### src/rtl/ev20_branch_pkg.sv
// Shared definitions for the MicroEV20 conditional-jump speculation path.
package ev20_branch_pkg;

  localparam int unsigned PC_W = 11;

  typedef logic [1:0] btype_t;

  localparam btype_t TYPE_NONE = 2'b00;
  localparam btype_t TYPE_JZE  = 2'b01;
  localparam btype_t TYPE_JNE  = 2'b10;
  localparam btype_t TYPE_JCY  = 2'b11;

  // Weak not-taken.
  localparam logic [1:0] CNT_INIT = 2'b01;

  typedef enum logic {
    ST_RUN,
    ST_FLUSH
  } ctrl_state_t;

  // Outstanding-branch queue entry; the predictor index is kept alongside
  // in the controller because its width follows TBL_BITS.
  typedef struct packed {
    logic [PC_W-1:0] pc_inc;
    logic [PC_W-1:0] target;
    btype_t          btype;
    logic            pred;
  } q_entry_t;

endpackage

### src/rtl/pred_counter_table.sv
// 2^TBL_BITS two-bit saturating counters.
//   rd_idx / rd_taken : asynchronous read, returns the counter MSB
//   upd_en / upd_idx / upd_taken : synchronous train (+1 taken, -1 not taken)
module pred_counter_table
  import ev20_branch_pkg::*;
#(
  parameter int unsigned TBL_BITS = 4
) (
  input  logic                clk,
  input  logic                rst_n,
  input  logic [TBL_BITS-1:0] rd_idx,
  output logic                rd_taken,
  input  logic                upd_en,
  input  logic [TBL_BITS-1:0] upd_idx,
  input  logic                upd_taken
);

  localparam int unsigned N = 1 << TBL_BITS;

  logic [1:0] cnt [N];

  assign rd_taken = cnt[rd_idx][1];

  always_ff @(posedge clk) begin
    if (!rst_n) begin
      for (int unsigned i = 0; i < N; i++) begin
        cnt[i] <= CNT_INIT;
      end
    end else if (upd_en) begin
      if (upd_taken) begin
        if (cnt[upd_idx] != 2'b11) cnt[upd_idx] <= cnt[upd_idx] + 2'd1;
      end else begin
        if (cnt[upd_idx] != 2'b00) cnt[upd_idx] <= cnt[upd_idx] - 2'd1;
      end
    end
  end

endmodule

### src/rtl/branch_spec_ctrl.sv
// Branch speculation controller: predicts issued conditional jumps, queues
// outstanding predictions in order, trains on resolution and sequences a
// flush/redirect on a misprediction.
//   issue_*    : fetch-side branch issue, issue_ready / pred_taken back
//   head_*     : oldest outstanding prediction to the checker
//   res_*      : checker resolution of the oldest branch
//   flush, redirect_* : registered one-cycle squash/redirect
//   underflow  : sticky, resolution arrived with an empty queue
module branch_spec_ctrl
  import ev20_branch_pkg::*;
#(
  parameter int unsigned DEPTH     = 4,
  parameter int unsigned TBL_BITS  = 4,
  parameter int unsigned FLUSH_CYC = 2
) (
  input  logic        clk,
  input  logic        rst_n,
  input  logic        issue_valid,
  input  logic [10:0] issue_pc,
  input  logic [10:0] issue_target,
  input  logic [1:0]  issue_type,
  output logic        issue_ready,
  output logic        pred_taken,
  output logic        head_valid,
  output logic        head_pred,
  output logic [1:0]  head_type,
  input  logic        res_valid,
  input  logic        res_incorrect,
  input  logic        res_taken,
  output logic        flush,
  output logic        redirect_valid,
  output logic [10:0] redirect_addr,
  output logic        underflow
);

  localparam int unsigned PW = (DEPTH > 1) ? $clog2(DEPTH) : 1;
  localparam int unsigned CW = $clog2(DEPTH + 1);
  localparam int unsigned FW = (FLUSH_CYC > 1) ? $clog2(FLUSH_CYC) : 1;
  localparam logic [CW-1:0] FULL = CW'(DEPTH);

  ctrl_state_t         state, state_nxt;
  logic [FW-1:0]       fcnt, fcnt_nxt;
  q_entry_t            q_mem [DEPTH];
  logic [TBL_BITS-1:0] q_idx [DEPTH];
  logic [PW-1:0]       rd_ptr, wr_ptr;
  logic [CW-1:0]       count;
  logic                q_empty;
  logic                res_take, mispred, push, pop;
  q_entry_t            head, new_entry;

  pred_counter_table #(
    .TBL_BITS(TBL_BITS)
  ) u_tbl (
    .clk      (clk),
    .rst_n    (rst_n),
    .rd_idx   (issue_pc[TBL_BITS-1:0]),
    .rd_taken (pred_taken),
    .upd_en   (pop),
    .upd_idx  (q_idx[rd_ptr]),
    .upd_taken(res_taken)
  );

  assign q_empty = (count == '0);
  assign head    = q_mem[rd_ptr];

  always_comb begin
    res_take    = (state == ST_RUN) & res_valid & !q_empty;
    mispred     = res_take & res_incorrect;
    issue_ready = (state == ST_RUN) & ((count < FULL) | res_valid)
                  & !(res_valid & res_incorrect);
    push        = issue_valid & issue_ready & (issue_type != TYPE_NONE);
    pop         = res_take;
  end

  always_comb begin
    new_entry        = '0;
    new_entry.pc_inc = issue_pc + 11'd1;
    new_entry.target = issue_target;
    new_entry.btype  = issue_type;
    new_entry.pred   = pred_taken;
  end

  always_comb begin
    head_valid = !q_empty;
    head_pred  = head_valid ? head.pred  : 1'b0;
    head_type  = head_valid ? head.btype : TYPE_NONE;
  end

  // The countdown is held while the registered flush pulse is out, so the
  // redirect cycle is not counted toward the FLUSH_CYC stall cycles.
  always_comb begin
    state_nxt = state;
    fcnt_nxt  = fcnt;
    case (state)
      ST_RUN: begin
        if (mispred) begin
          state_nxt = ST_FLUSH;
          fcnt_nxt  = FW'(FLUSH_CYC - 1);
        end
      end
      ST_FLUSH: begin
        if (!flush) begin
          if (fcnt == '0) state_nxt = ST_RUN;
          else            fcnt_nxt  = fcnt - FW'(1);
        end
      end
      default: state_nxt = ST_RUN;
    endcase
  end

  always_ff @(posedge clk) begin
    if (!rst_n) begin
      state          <= ST_RUN;
      fcnt           <= '0;
      rd_ptr         <= '0;
      wr_ptr         <= '0;
      count          <= '0;
      flush          <= 1'b0;
      redirect_valid <= 1'b0;
      redirect_addr  <= '0;
      underflow      <= 1'b0;
    end else begin
      state          <= state_nxt;
      fcnt           <= fcnt_nxt;
      flush          <= mispred;
      redirect_valid <= mispred;
      if (mispred) begin
        redirect_addr <= res_taken ? head.target : head.pc_inc;
      end
      if ((state == ST_RUN) && res_valid && q_empty) begin
        underflow <= 1'b1;
      end
      if (mispred) begin
        rd_ptr <= '0;
        wr_ptr <= '0;
        count  <= '0;
      end else begin
        if (push) wr_ptr <= wr_ptr + 1'b1;
        if (pop)  rd_ptr <= rd_ptr + 1'b1;
        case ({push, pop})
          2'b10:   count <= count + 1'b1;
          2'b01:   count <= count - 1'b1;
          default: ;
        endcase
      end
    end
  end

  always_ff @(posedge clk) begin
    if (push) begin
      q_mem[wr_ptr] <= new_entry;
      q_idx[wr_ptr] <= issue_pc[TBL_BITS-1:0];
    end
  end

endmodule

### config.mk
export PLATFORM = sky130hd
export DESIGN_NAME = branch_spec_ctrl
export DESIGN_NICKNAME = d
export VERILOG_FILES = /design/src/rtl/ev20_branch_pkg.sv /design/src/rtl/pred_counter_table.sv /design/src/rtl/branch_spec_ctrl.sv
export SDC_FILE = /design/constraint.sdc
export NUM_CORES = 1
export LEC_CHECK = 0
export BUFFER_PORTS_ARGS = -buffer_cell sky130_fd_sc_hd__buf_2
export CORE_MARGIN = 1.5
export CORE_UTILIZATION = 50
export CTS_CLUSTER_DIAMETER = 80
export CTS_CLUSTER_SIZE = 20
export DETAILED_ROUTE_END_ITERATION = 10
export GPL_TIMING_DRIVEN = 0
export PLACE_DENSITY = 0.68
export SKIP_CTS_REPAIR_TIMING = 1
export SLEW_MARGIN = 40
export SYNTH_ARGS = -nofsm -noshare
export SYNTH_HDL_FRONTEND = slang
export SYNTH_SLANG_ARGS = --single-unit
### constraint.sdc
create_clock -name clk -period 2.96 [get_ports clk]
set_input_delay 0.592 -clock clk [delete_from_list [all_inputs] [get_ports clk]]
set_output_delay 0.592 -clock clk [all_outputs]
set_load 0.02 [all_outputs]
==> metrics <==
run status=completed; final number of max-transition violations=0; peak supply drop=0.000414 V; num rows=45; asr flop ratio synth=0; commonest non-fill, non-tap cell in the layout=edfxtp_1; CTS tree=done; most frequent cells in the layout=edfxtp_1, buf_2, nand2_1, mux4_2, mux2i_1; clock latency on the worst-skew pair=0.43 ns; final hold vios=0; drt first pass iters=4; reg2reg end=u_tbl.cnt[7][0]; ANT nets after route=0; unrepaired setup endpoints after global routing=yes; Unique masters post-synth=46; number of synthesized flops with an enable pin=148; multi-input logic area=2760 sq um; mapped cell area=7770 sq um; post-route design area=9080 sq um; Worst-Margin Slew=0.838 ns; Top FF cell, synth=edfxtp_1; placed cell area=8360 sq um; total number of yosys warnings=0; Crit. End Element=primary output; routed wire length=16300 um; vias in the first global route=4771; accumulated negative setup slack=0 ns; Layout fillers=1176; Worst-path clk slew=0.07 ns; fin crit share=0.970; share of post-route cells with drive strength above 1=0.302; FF+latch count, synth=172; worst path required time=2.37 ns; H-tree Lvls=4; DP Cell Count=741; final core utilization=0.597; Max Root-Sink Buffers=2; Total Nets Final=611; Worst EP arrival=2.28 ns; Avg WL per Cell=21.0 um; n_diodes=0; crit path launch=issue_pc[0]; Crit Path Max Fanout=7; Slew HR=0.441; R2R depth=9; LEAKAGE=3.07 nW; DP HPWL=11300 um; critical path class=primary input to primary output; largest net degree at the start of global routing=20; Tot Pwr=6.88 mW; post-synth net total=538; Max Fclk=348 MHz; die height=128 um; die footprint=16300 sq um; post-DR vias/cell=5.90; Area growth, synth to finish=16.9%; initial antenna violation count=0; PD cells=758 nW/um^2; Routability Congestion=0.822; cells after synthesis=501; Die W=128 um; Max Clock Skew=0.00843 ns; sequential share of the synthesized area=0.634; GRT Residual Overflow=0; CP Capture Point=pred_taken; # setup viols final=0; Initial Util=0.511; Sequential Area=4920 sq um; number of buffers inserted by port buffering=48; Max-Cap Viols=0; CTS sink count=172; Final Non-Filler Cells=775; crit start category=primary input; syn_area_per_cell=15.5 sq um; Num CTS Buffers=17; Remaining DRCs=0; Final Critical Period=2.87 ns; Reg2Reg Setup Slack=0.10 ns; GRT Total Usage=0.215; vias post-DR=4569; io pins=50; first-pass GRT wire length=25800 um; Detailed Route Iter0 Violations=350; CTS Root Cell=clkbuf_16; Min-Delay Path Class=primary input to register; Core ar.=15200 sq um
==> through the flow <==
| step | hold WS [ns] | worst slack (ns) |
|---|---|---|
| 2_1_floorplan | 0.452 | 0.213 |
| 3_3_place_gp | 0.430 | -0.226 |
| 3_5_place_dp | 0.439 | -0.272 |
| 4_1_cts | 0.365 | -0.599 |
| 5_1_grt | 0.370 | -0.0295 |
| 6_report | 0.379 | 0.0903 |
==> worst min path at each step <==
stage                                start  depth (start not counted)                to  slack, ns
after global routing       issue_target[3]                          1       q_mem[3][6]       0.37
after detailed placement  redirect_addr[3]                          2  redirect_addr[3]       0.44
final                      issue_target[5]                          1       q_mem[0][8]       0.38
after CTS                  issue_target[3]                          1       q_mem[3][6]       0.36
after global placement    redirect_addr[6]                          2  redirect_addr[6]       0.43
after floorplan                       fcnt                          2              fcnt       0.45
==> layout make-up <==
type                       count  area share
tap                          188      0.0259
inverter                      11     0.00455
buffer                        27      0.0179
sequential                   172       0.542
clock inverter                13      0.0174
clock buffer                  19      0.0477
multi-input combinational    291       0.304
timing repair buffer          54      0.0402
==> logic make-up after synthesis <==
group	count (synthesis)	synth area share
AO/OA/AOI/OAI	57	0.0569
XOR/XNOR	24	0.0280
adder cells (fa/ha/maj)	7	0.0122
buffers and inverters	38	0.0235
flip-flops	172	0.634
multiplexers	79	0.167
AND/OR/NAND/NOR	124	0.0780
==> registers in the layout, indices dropped and copies added, names as in the netlist, named ones only <==
| name | cells |
|---|---|
| redirect_valid | 1 |
| redirect_addr | 11 |
| state | 1 |
| wr_ptr | 2 |
| u_tbl.cnt | 32 |
| count | 3 |
| q_mem | 100 |
| q_idx | 16 |
| fcnt | 1 |
| rd_ptr | 2 |
| underflow | 1 |
==> worst max-delay path, cell delays in order <==
cell and delay, ns:
buf_2 0.14, clkbuf_4 0.24, mux4_2 0.54, mux4_2 0.56, buf_2 0.19
==> synth_stat cells, types with 2 or more instances <==
| cell | n | share of area |
|---|---|---|
| a211oi_2 | 2 | 0.0032 |
| buf_6 | 4 | 0.0058 |
| o31ai_1 | 8 | 0.0077 |
| mux2_2 | 3 | 0.0043 |
| nand3_1 | 21 | 0.014 |
| o21ai_1 | 4 | 0.0026 |
| nand2b_1 | 4 | 0.0032 |
| nand2_1 | 41 | 0.020 |
| nand4_1 | 4 | 0.0032 |
| dfxtp_1 | 24 | 0.062 |
| edfxtp_1 | 148 | 0.57 |
| a22oi_1 | 2 | 0.0019 |
| nor4_1 | 4 | 0.0032 |
| or2_2 | 2 | 0.0016 |
| a2111oi_4 | 2 | 0.0071 |
| a211oi_1 | 10 | 0.0097 |
| nor2b_1 | 6 | 0.0048 |
| nor2_1 | 17 | 0.0082 |
| xor2_1 | 14 | 0.016 |
| nor3_1 | 6 | 0.0039 |
| ha_1 | 6 | 0.0097 |
| and2_1 | 11 | 0.0089 |
| and3_1 | 5 | 0.0040 |
| inv_1 | 11 | 0.0053 |
| mux2i_1 | 35 | 0.045 |
| mux4_2 | 40 | 0.12 |
| buf_2 | 5 | 0.0032 |
| xnor2_1 | 9 | 0.010 |
| o21ai_0 | 17 | 0.011 |
| clkbuf_1 | 16 | 0.0077 |
| a21oi_1 | 4 | 0.0026 |
| o2111ai_2 | 2 | 0.0039 |
==> report_power, final <==
group / switching (mW) / total, mW / internal [mW]
registers: 0.0691 / 2.88 / 2.81
clock network: 0.952 / 2.22 / 1.27
logic: 1.06 / 1.79 / 0.731
==> routing by layer <==
layer,vias up,global-route usage,part of all wire
met1,2322,0.271,0.42
met4,0,0.0872,0.020
met2,120,0.370,0.52
met3,23,0.0369,0.040
met5,-,0,0
li1,2104,-,-
Note: power is estimated with default switching activity, not from simulation.
